File: src/rtl/sar_adc_if.sv
// Handshake and analog-control bundle between the SAR engine and its surroundings.
// The controller attaches as slave; the analog front end / bench attaches as master.
interface sar_adc_if #(
  parameter int WIDTH = 8
);
  logic             start;
  logic             continuous;
  logic             comp_in;
  logic             sh_sample;
  logic             comp_cal;
  logic             comp_en_n;
  logic [WIDTH-1:0] dac_code;
  logic [WIDTH-1:0] result;
  logic             valid;
  logic             busy;

  modport master (
    output start, continuous, comp_in,
    input  sh_sample, comp_cal, comp_en_n, dac_code, result, valid, busy
  );

  modport slave (
    input  start, continuous, comp_in,
    output sh_sample, comp_cal, comp_en_n, dac_code, result, valid, busy
  );
endinterface

File: src/rtl/sar_adc_controller.sv
// Successive-approximation engine: samples, runs one MSB-first bit trial per window,
// and presents the converted code with a one-cycle valid strobe.
module sar_adc_controller #(
  parameter int WIDTH         = 8,
  parameter int SAMPLE_CYCLES = 2,
  parameter int SETTLE_CYCLES = 1
) (
  input  logic   clk,
  input  logic   rst_n,
  sar_adc_if.slave bus
);

  localparam int T       = SETTLE_CYCLES + 2;
  localparam int CNT_MAX = (SAMPLE_CYCLES > T) ? SAMPLE_CYCLES : T;
  localparam int CW      = $clog2(CNT_MAX + 1);
  localparam int IW      = (WIDTH > 1) ? $clog2(WIDTH) : 1;

  typedef enum logic [1:0] {IDLE, SAMPLE, TRIAL, DONE} state_t;

  state_t           state, state_nxt;
  logic [CW-1:0]    cnt, cnt_nxt;
  logic [IW-1:0]    idx, idx_nxt;
  logic [WIDTH-1:0] part, part_nxt;
  logic             comp_meta, comp_s;

  logic             sample_nxt, en_n_nxt, valid_nxt, busy_nxt;
  logic [WIDTH-1:0] dac_nxt, result_nxt;

  always_ff @(posedge clk) begin
    if (!rst_n) begin
      state     <= IDLE;
      cnt       <= '0;
      idx       <= '0;
      part      <= '0;
      comp_meta <= 1'b0;
      comp_s    <= 1'b0;
    end else begin
      state     <= state_nxt;
      cnt       <= cnt_nxt;
      idx       <= idx_nxt;
      part      <= part_nxt;
      comp_meta <= bus.comp_in;
      comp_s    <= comp_meta;
    end
  end

  // The trial window covers the two synchronizer stages, so comp_s on the last
  // trial clock already reflects the code driven at the start of the window.
  always_comb begin
    state_nxt = state;
    cnt_nxt   = cnt;
    idx_nxt   = idx;
    part_nxt  = part;
    unique case (state)
      IDLE: begin
        if (bus.start) begin
          state_nxt = SAMPLE;
          cnt_nxt   = '0;
          idx_nxt   = IW'(WIDTH - 1);
          part_nxt  = '0;
        end
      end
      SAMPLE: begin
        if (cnt == CW'(SAMPLE_CYCLES - 1)) begin
          state_nxt = TRIAL;
          cnt_nxt   = '0;
        end else begin
          cnt_nxt = cnt + CW'(1);
        end
      end
      TRIAL: begin
        if (cnt == CW'(T - 1)) begin
          cnt_nxt       = '0;
          part_nxt[idx] = comp_s;
          if (idx == '0) state_nxt = DONE;
          else           idx_nxt   = idx - IW'(1);
        end else begin
          cnt_nxt = cnt + CW'(1);
        end
      end
      DONE: begin
        if (bus.continuous) begin
          state_nxt = SAMPLE;
          cnt_nxt   = '0;
          idx_nxt   = IW'(WIDTH - 1);
          part_nxt  = '0;
        end else begin
          state_nxt = IDLE;
        end
      end
      default: state_nxt = IDLE;
    endcase
  end

  // Outputs are decoded from the upcoming state and registered, so they line up
  // with the state they describe and never see an input combinationally.
  always_comb begin
    sample_nxt = (state_nxt == SAMPLE);
    en_n_nxt   = (state_nxt != TRIAL);
    busy_nxt   = (state_nxt == SAMPLE) || (state_nxt == TRIAL);
    valid_nxt  = (state_nxt == DONE);
    dac_nxt    = '0;
    result_nxt = bus.result;
    if (state_nxt == TRIAL) dac_nxt = part_nxt | (WIDTH'(1) << idx_nxt);
    if (state_nxt == DONE)  result_nxt = part_nxt;
  end

  always_ff @(posedge clk) begin
    if (!rst_n) begin
      bus.sh_sample <= 1'b0;
      bus.comp_cal  <= 1'b0;
      bus.comp_en_n <= 1'b1;
      bus.dac_code  <= '0;
      bus.result    <= '0;
      bus.valid     <= 1'b0;
      bus.busy      <= 1'b0;
    end else begin
      bus.sh_sample <= sample_nxt;
      bus.comp_cal  <= sample_nxt;
      bus.comp_en_n <= en_n_nxt;
      bus.dac_code  <= dac_nxt;
      bus.result    <= result_nxt;
      bus.valid     <= valid_nxt;
      bus.busy      <= busy_nxt;
    end
  end

endmodule
File: src/flat_wrapper.sv
// flat-port wrapper written by rule: the top's interface ports become plain ports
module sar_adc_controller_flat 
#(
  parameter int WIDTH         = 8,
  parameter int SAMPLE_CYCLES = 2,
  parameter int SETTLE_CYCLES = 1
)
  (clk, rst_n, bus_start, bus_continuous, bus_comp_in, bus_sh_sample, bus_comp_cal, bus_comp_en_n, bus_dac_code, bus_result, bus_valid, bus_busy);
  sar_adc_if #(.WIDTH(WIDTH)) bus_i ();
  input  logic clk;
  input  logic rst_n;
  input wire logic [$bits(bus_i.start)-1:0] bus_start;
  input wire logic [$bits(bus_i.continuous)-1:0] bus_continuous;
  input wire logic [$bits(bus_i.comp_in)-1:0] bus_comp_in;
  output wire logic [$bits(bus_i.sh_sample)-1:0] bus_sh_sample;
  output wire logic [$bits(bus_i.comp_cal)-1:0] bus_comp_cal;
  output wire logic [$bits(bus_i.comp_en_n)-1:0] bus_comp_en_n;
  output wire logic [$bits(bus_i.dac_code)-1:0] bus_dac_code;
  output wire logic [$bits(bus_i.result)-1:0] bus_result;
  output wire logic [$bits(bus_i.valid)-1:0] bus_valid;
  output wire logic [$bits(bus_i.busy)-1:0] bus_busy;
  assign bus_i.start = bus_start;
  assign bus_i.continuous = bus_continuous;
  assign bus_i.comp_in = bus_comp_in;
  assign bus_sh_sample = bus_i.sh_sample;
  assign bus_comp_cal = bus_i.comp_cal;
  assign bus_comp_en_n = bus_i.comp_en_n;
  assign bus_dac_code = bus_i.dac_code;
  assign bus_result = bus_i.result;
  assign bus_valid = bus_i.valid;
  assign bus_busy = bus_i.busy;
  sar_adc_controller #(.WIDTH(WIDTH), .SAMPLE_CYCLES(SAMPLE_CYCLES), .SETTLE_CYCLES(SETTLE_CYCLES)) u_core (.clk(clk), .rst_n(rst_n), .bus(bus_i));
endmodule
File: config.mk
export PLATFORM = sky130hd
export DESIGN_NAME = sar_adc_controller_flat
export DESIGN_NICKNAME = d
export VERILOG_FILES = /design/src/rtl/sar_adc_if.sv /design/src/rtl/sar_adc_controller.sv /design/src/flat_wrapper.sv
export SDC_FILE = /design/constraint.sdc
export NUM_CORES = 1
export LEC_CHECK = 0
export CAP_MARGIN = 20
export CORE_MARGIN = 3
export CORE_UTILIZATION = 50
export CTS_CLUSTER_DIAMETER = 150
export CTS_CLUSTER_SIZE = 14
export DETAILED_ROUTE_END_ITERATION = 10
export PLACE_DENSITY = 0.74
export RECOVER_POWER = 100
export SYNTH_ARGS = -nofsm -noshare
export SYNTH_HDL_FRONTEND = slang
export SYNTH_SLANG_ARGS = --single-unit
File: constraint.sdc
create_clock -name clk -period 6.4 [get_ports clk]
set_input_delay 1.28 -clock clk [delete_from_list [all_inputs] [get_ports clk]]
set_output_delay 1.28 -clock clk [all_outputs]
set_load 0.1 [all_outputs]
==> results.sh <==
export IMPL_finalInstanceArea_sq_um=2120
export IMPL_slowest_stage="dlygate4sd3_1"
export IMPL_firstDrtPassIters=4
export IMPL_synth_enable_flop_cells=0
export IMPL_cts_root_buf="clkbuf_4"
export IMPL_hold_class="flip-flop to flip-flop"
export IMPL_dpl_hpwl_um=2920
export IMPL_synth_top_area_cell="dfxtp_1"
export IMPL_layout_drive_gt1_share_pct=8.52
export IMPL_cts_buffers=5
export IMPL_grt_pass1_vias=1476
export IMPL_worstMarginPinSlew_ns=0.986
export IMPL_gp_congestion=0.922
export IMPL_grt_usage_pct=20.4
export IMPL_synthFlopType="dfxtp_1"
export IMPL_placed_cell_area_sq_um=2030
export IMPL_hold_viol_final=0
export IMPL_slew_limit_headroom_pct=34.0
export IMPL_syn_cell_area_sq_um=1780
export IMPL_num_vias=1543
export IMPL_syn_inst=200
export IMPL_max_stage_delay_ns=0.57
export IMPL_wire_per_inst_um=15.0
export IMPL_worstPathCellList="dlygate4sd3_1 > a32oi_1 > o21ai_0 > o22a_1 > inv_1 > ha_1 > and2_0 > clkinv_1 > nor2_1 > a32o_1"
export IMPL_cp_data_arrival_time_ns=3.66
export IMPL_die_h_um=65.6
export IMPL_grt_pass1_wl_um=6880
export IMPL_whs_ns=0.453
export IMPL_combPwrFrac_pct=16.4
export IMPL_period_share_pct=52.6
export IMPL_start_kind="primary input"
export IMPL_cts_clk_slew_worst_paths_ns=0.12
export IMPL_syn_to_final_growth_pct=19.4
export IMPL_ir_worst_vdd_mv=0.217
export IMPL_synth_seq_cells=37
export IMPL_place_ws_ns=2.87
export IMPL_cts_tree="yes"
export IMPL_cts_sinks=37
export IMPL_synth_area_leaders="dfxtp_1, ha_1, o21ai_0, a21oi_1, nor2_1"
export IMPL_fp_row_count=21
export IMPL_ant_nets=0
export IMPL_worstSetupEndpointType="flip-flop"
export IMPL_start_util_pct=52.4
export IMPL_cp_max_fo=8
export IMPL_critPathKind="primary input to flip-flop"
export IMPL_layout_setup_ws_ns=3.04
export IMPL_dieArea_sq_um=4300
export IMPL_syn_num_nets=214
export IMPL_p_leak_nw=0.851
export IMPL_grt_overflow=0
export IMPL_drcViolationCount=0
export IMPL_maxSlewViolCount=0
export IMPL_fp_coreArea_sq_um=3390
export IMPL_yosysSeqAreaShare_pct=41.7
export IMPL_synth_top_cell_area_share_pct=41.7
export IMPL_diodes=0
export IMPL_sw_frac_of_total_pct=28.3
export IMPL_drt_total_wl_um=4040
export IMPL_postCtsSetupRepairBufs=0
export IMPL_die_w_um=65.6
export IMPL_clockBufferDepth=2
export IMPL_power_frac_clock_pct=38.1
export IMPL_cts_hold_buffers=0
export IMPL_powerDensity_nw_per_um2=254
export IMPL_htree_num_levels=2
export IMPL_p_switching_uw=152
export IMPL_max_clock_freq_mhz=297
export IMPL_yosys_warnings=0
export IMPL_vias_per_cell=5.74
export IMPL_status="completed"
export IMPL_rsz0062_at_grt="false"
export IMPL_yosysMostFrequentCell="dfxtp_1"
export IMPL_maxCapViolations=0
export IMPL_post_synth_most_frequent_cells="dfxtp_1, o21ai_0, a21oi_1, nor2_1, inv_1"
export IMPL_critPathRequiredTime_ns=6.69
export IMPL_fin_nets=236
export IMPL_setup_viol=0
export IMPL_insertion_delay_ns=0.34
export IMPL_io_buffers=25
export IMPL_num_io_pins=26
export IMPL_antenna_found_initial=0
export IMPL_grt_max_degree=19
export IMPL_drt_iter0_markers=109
export IMPL_min_period_ns=3.36
export IMPL_pwr_share_seq_pct=45.5
export IMPL_p_int_uw=386
export IMPL_syn_area_per_cell_sq_um=8.88
export IMPL_ys_types=49
export IMPL_async_flop_share_pct=0
export IMPL_skew_ns=0.00612
export IMPL_cts_resized=0
export IMPL_tns_ns=0
-- worst paths after layout --
check                           slack (ns)  cells past startpoint              from                endpoint
worst min register to register        0.45                      1  u_core.comp_meta           u_core.comp_s
worst max register to register        3.30                     12     u_core.idx[1]  u_core.bus.dac_code[4]
worst max-delay path                  3.04                     10    bus_continuous  u_core.bus.dac_code[4]
worst min-delay path                  0.45                      1  u_core.comp_meta           u_core.comp_s
-- area by class of cell --
class,instances,area [sq um]
clock buffers,5,37.5
clock inverters,3,68.8
fillers,304,1270
inverters,12,45.0
multi-input cells,141,922
flip-flops and latches,37,741
well taps,46,57.6
repair buffers,25,250
-- metrics by stage --
step                instances  util (%)  total power, mW
global route              269      62.6            0.561
global placement          261      59.9            0.340
detailed placement        261      59.9            0.342
floorplan                 200         -            0.321
CTS                       269      63.0            0.545
finish                    269      62.6            0.538
-- cells by family (layout without fill, tap and decap cells) --
kind of cell | after synthesis | count (layout) | share of synthesized area (%)
and+or+nand+nor | 66 | 66 | 22.4
AOI/OAI and AO/OA | 65 | 65 | 23.5
DFF | 37 | 37 | 41.7
buffers and inverters | 22 | 45 | 5.56
adders and majority gates | 9 | 9 | 6.34
xor gates and xnor gates | 1 | 1 | 0.493
-- power groups by stage --
stage | sequential (mW) | combinational (mW) | clock, mW
finish | 0.245 | 0.0885 | 0.205
floorplan | 0.261 | 0.0595 | 0
CTS | 0.245 | 0.0922 | 0.208
detailed placement | 0.250 | 0.0915 | 0
global placement | 0.250 | 0.0899 | 0
global route | 0.246 | 0.0958 | 0.219
-- critical path, delay by kind of cell --
family / cells / cell delay, ns
simple gates: 2 / 0.58
compound gates: 4 / 0.71
fa+ha+maj: 1 / 0.12
buf+inv: 3 / 0.96
-- cell usage in the layout (no fill, tap or decap), types with 2 or more instances in the layout --
| cell | count |
|---|---|
| dfxtp_1 | 37 |
| nand3_1 | 2 |
| a21o_1 | 2 |
| a32o_1 | 2 |
| nand2_1 | 8 |
| or2_2 | 2 |
| a31oi_1 | 2 |
| nor3_1 | 3 |
| nand4b_1 | 2 |
| a21oi_1 | 18 |
| dlygate4sd3_1 | 24 |
| bufinv_16 | 2 |
| o21ai_0 | 21 |
| ha_1 | 9 |
| nor2b_1 | 6 |
| inv_1 | 11 |
| clkbuf_4 | 5 |
| o32ai_1 | 5 |
| nor2_1 | 17 |
| o21ba_2 | 3 |
| o22a_1 | 2 |
| and2_1 | 4 |
| nand2b_1 | 6 |
| and2_0 | 6 |
| nand4_1 | 2 |
-- registers in the layout, summed over array words and instances, names as in the netlist, 2 cells and up --
register and cells:
u_core.bus.dac_code 8, u_core.bus.result 8, u_core.cnt 2, u_core.idx 3, u_core.part 8, u_core.state 2
-- layer usage --
metal | share of wire (%) | GRT usage (%)
met3 | 5.4 | 4.62
met2 | 48 | 33.5
met5 | 0 | 0
met4 | 1.1 | 6.99
met1 | 45 | 26.2
Note: power is estimated with default switching activity, not from simulation.
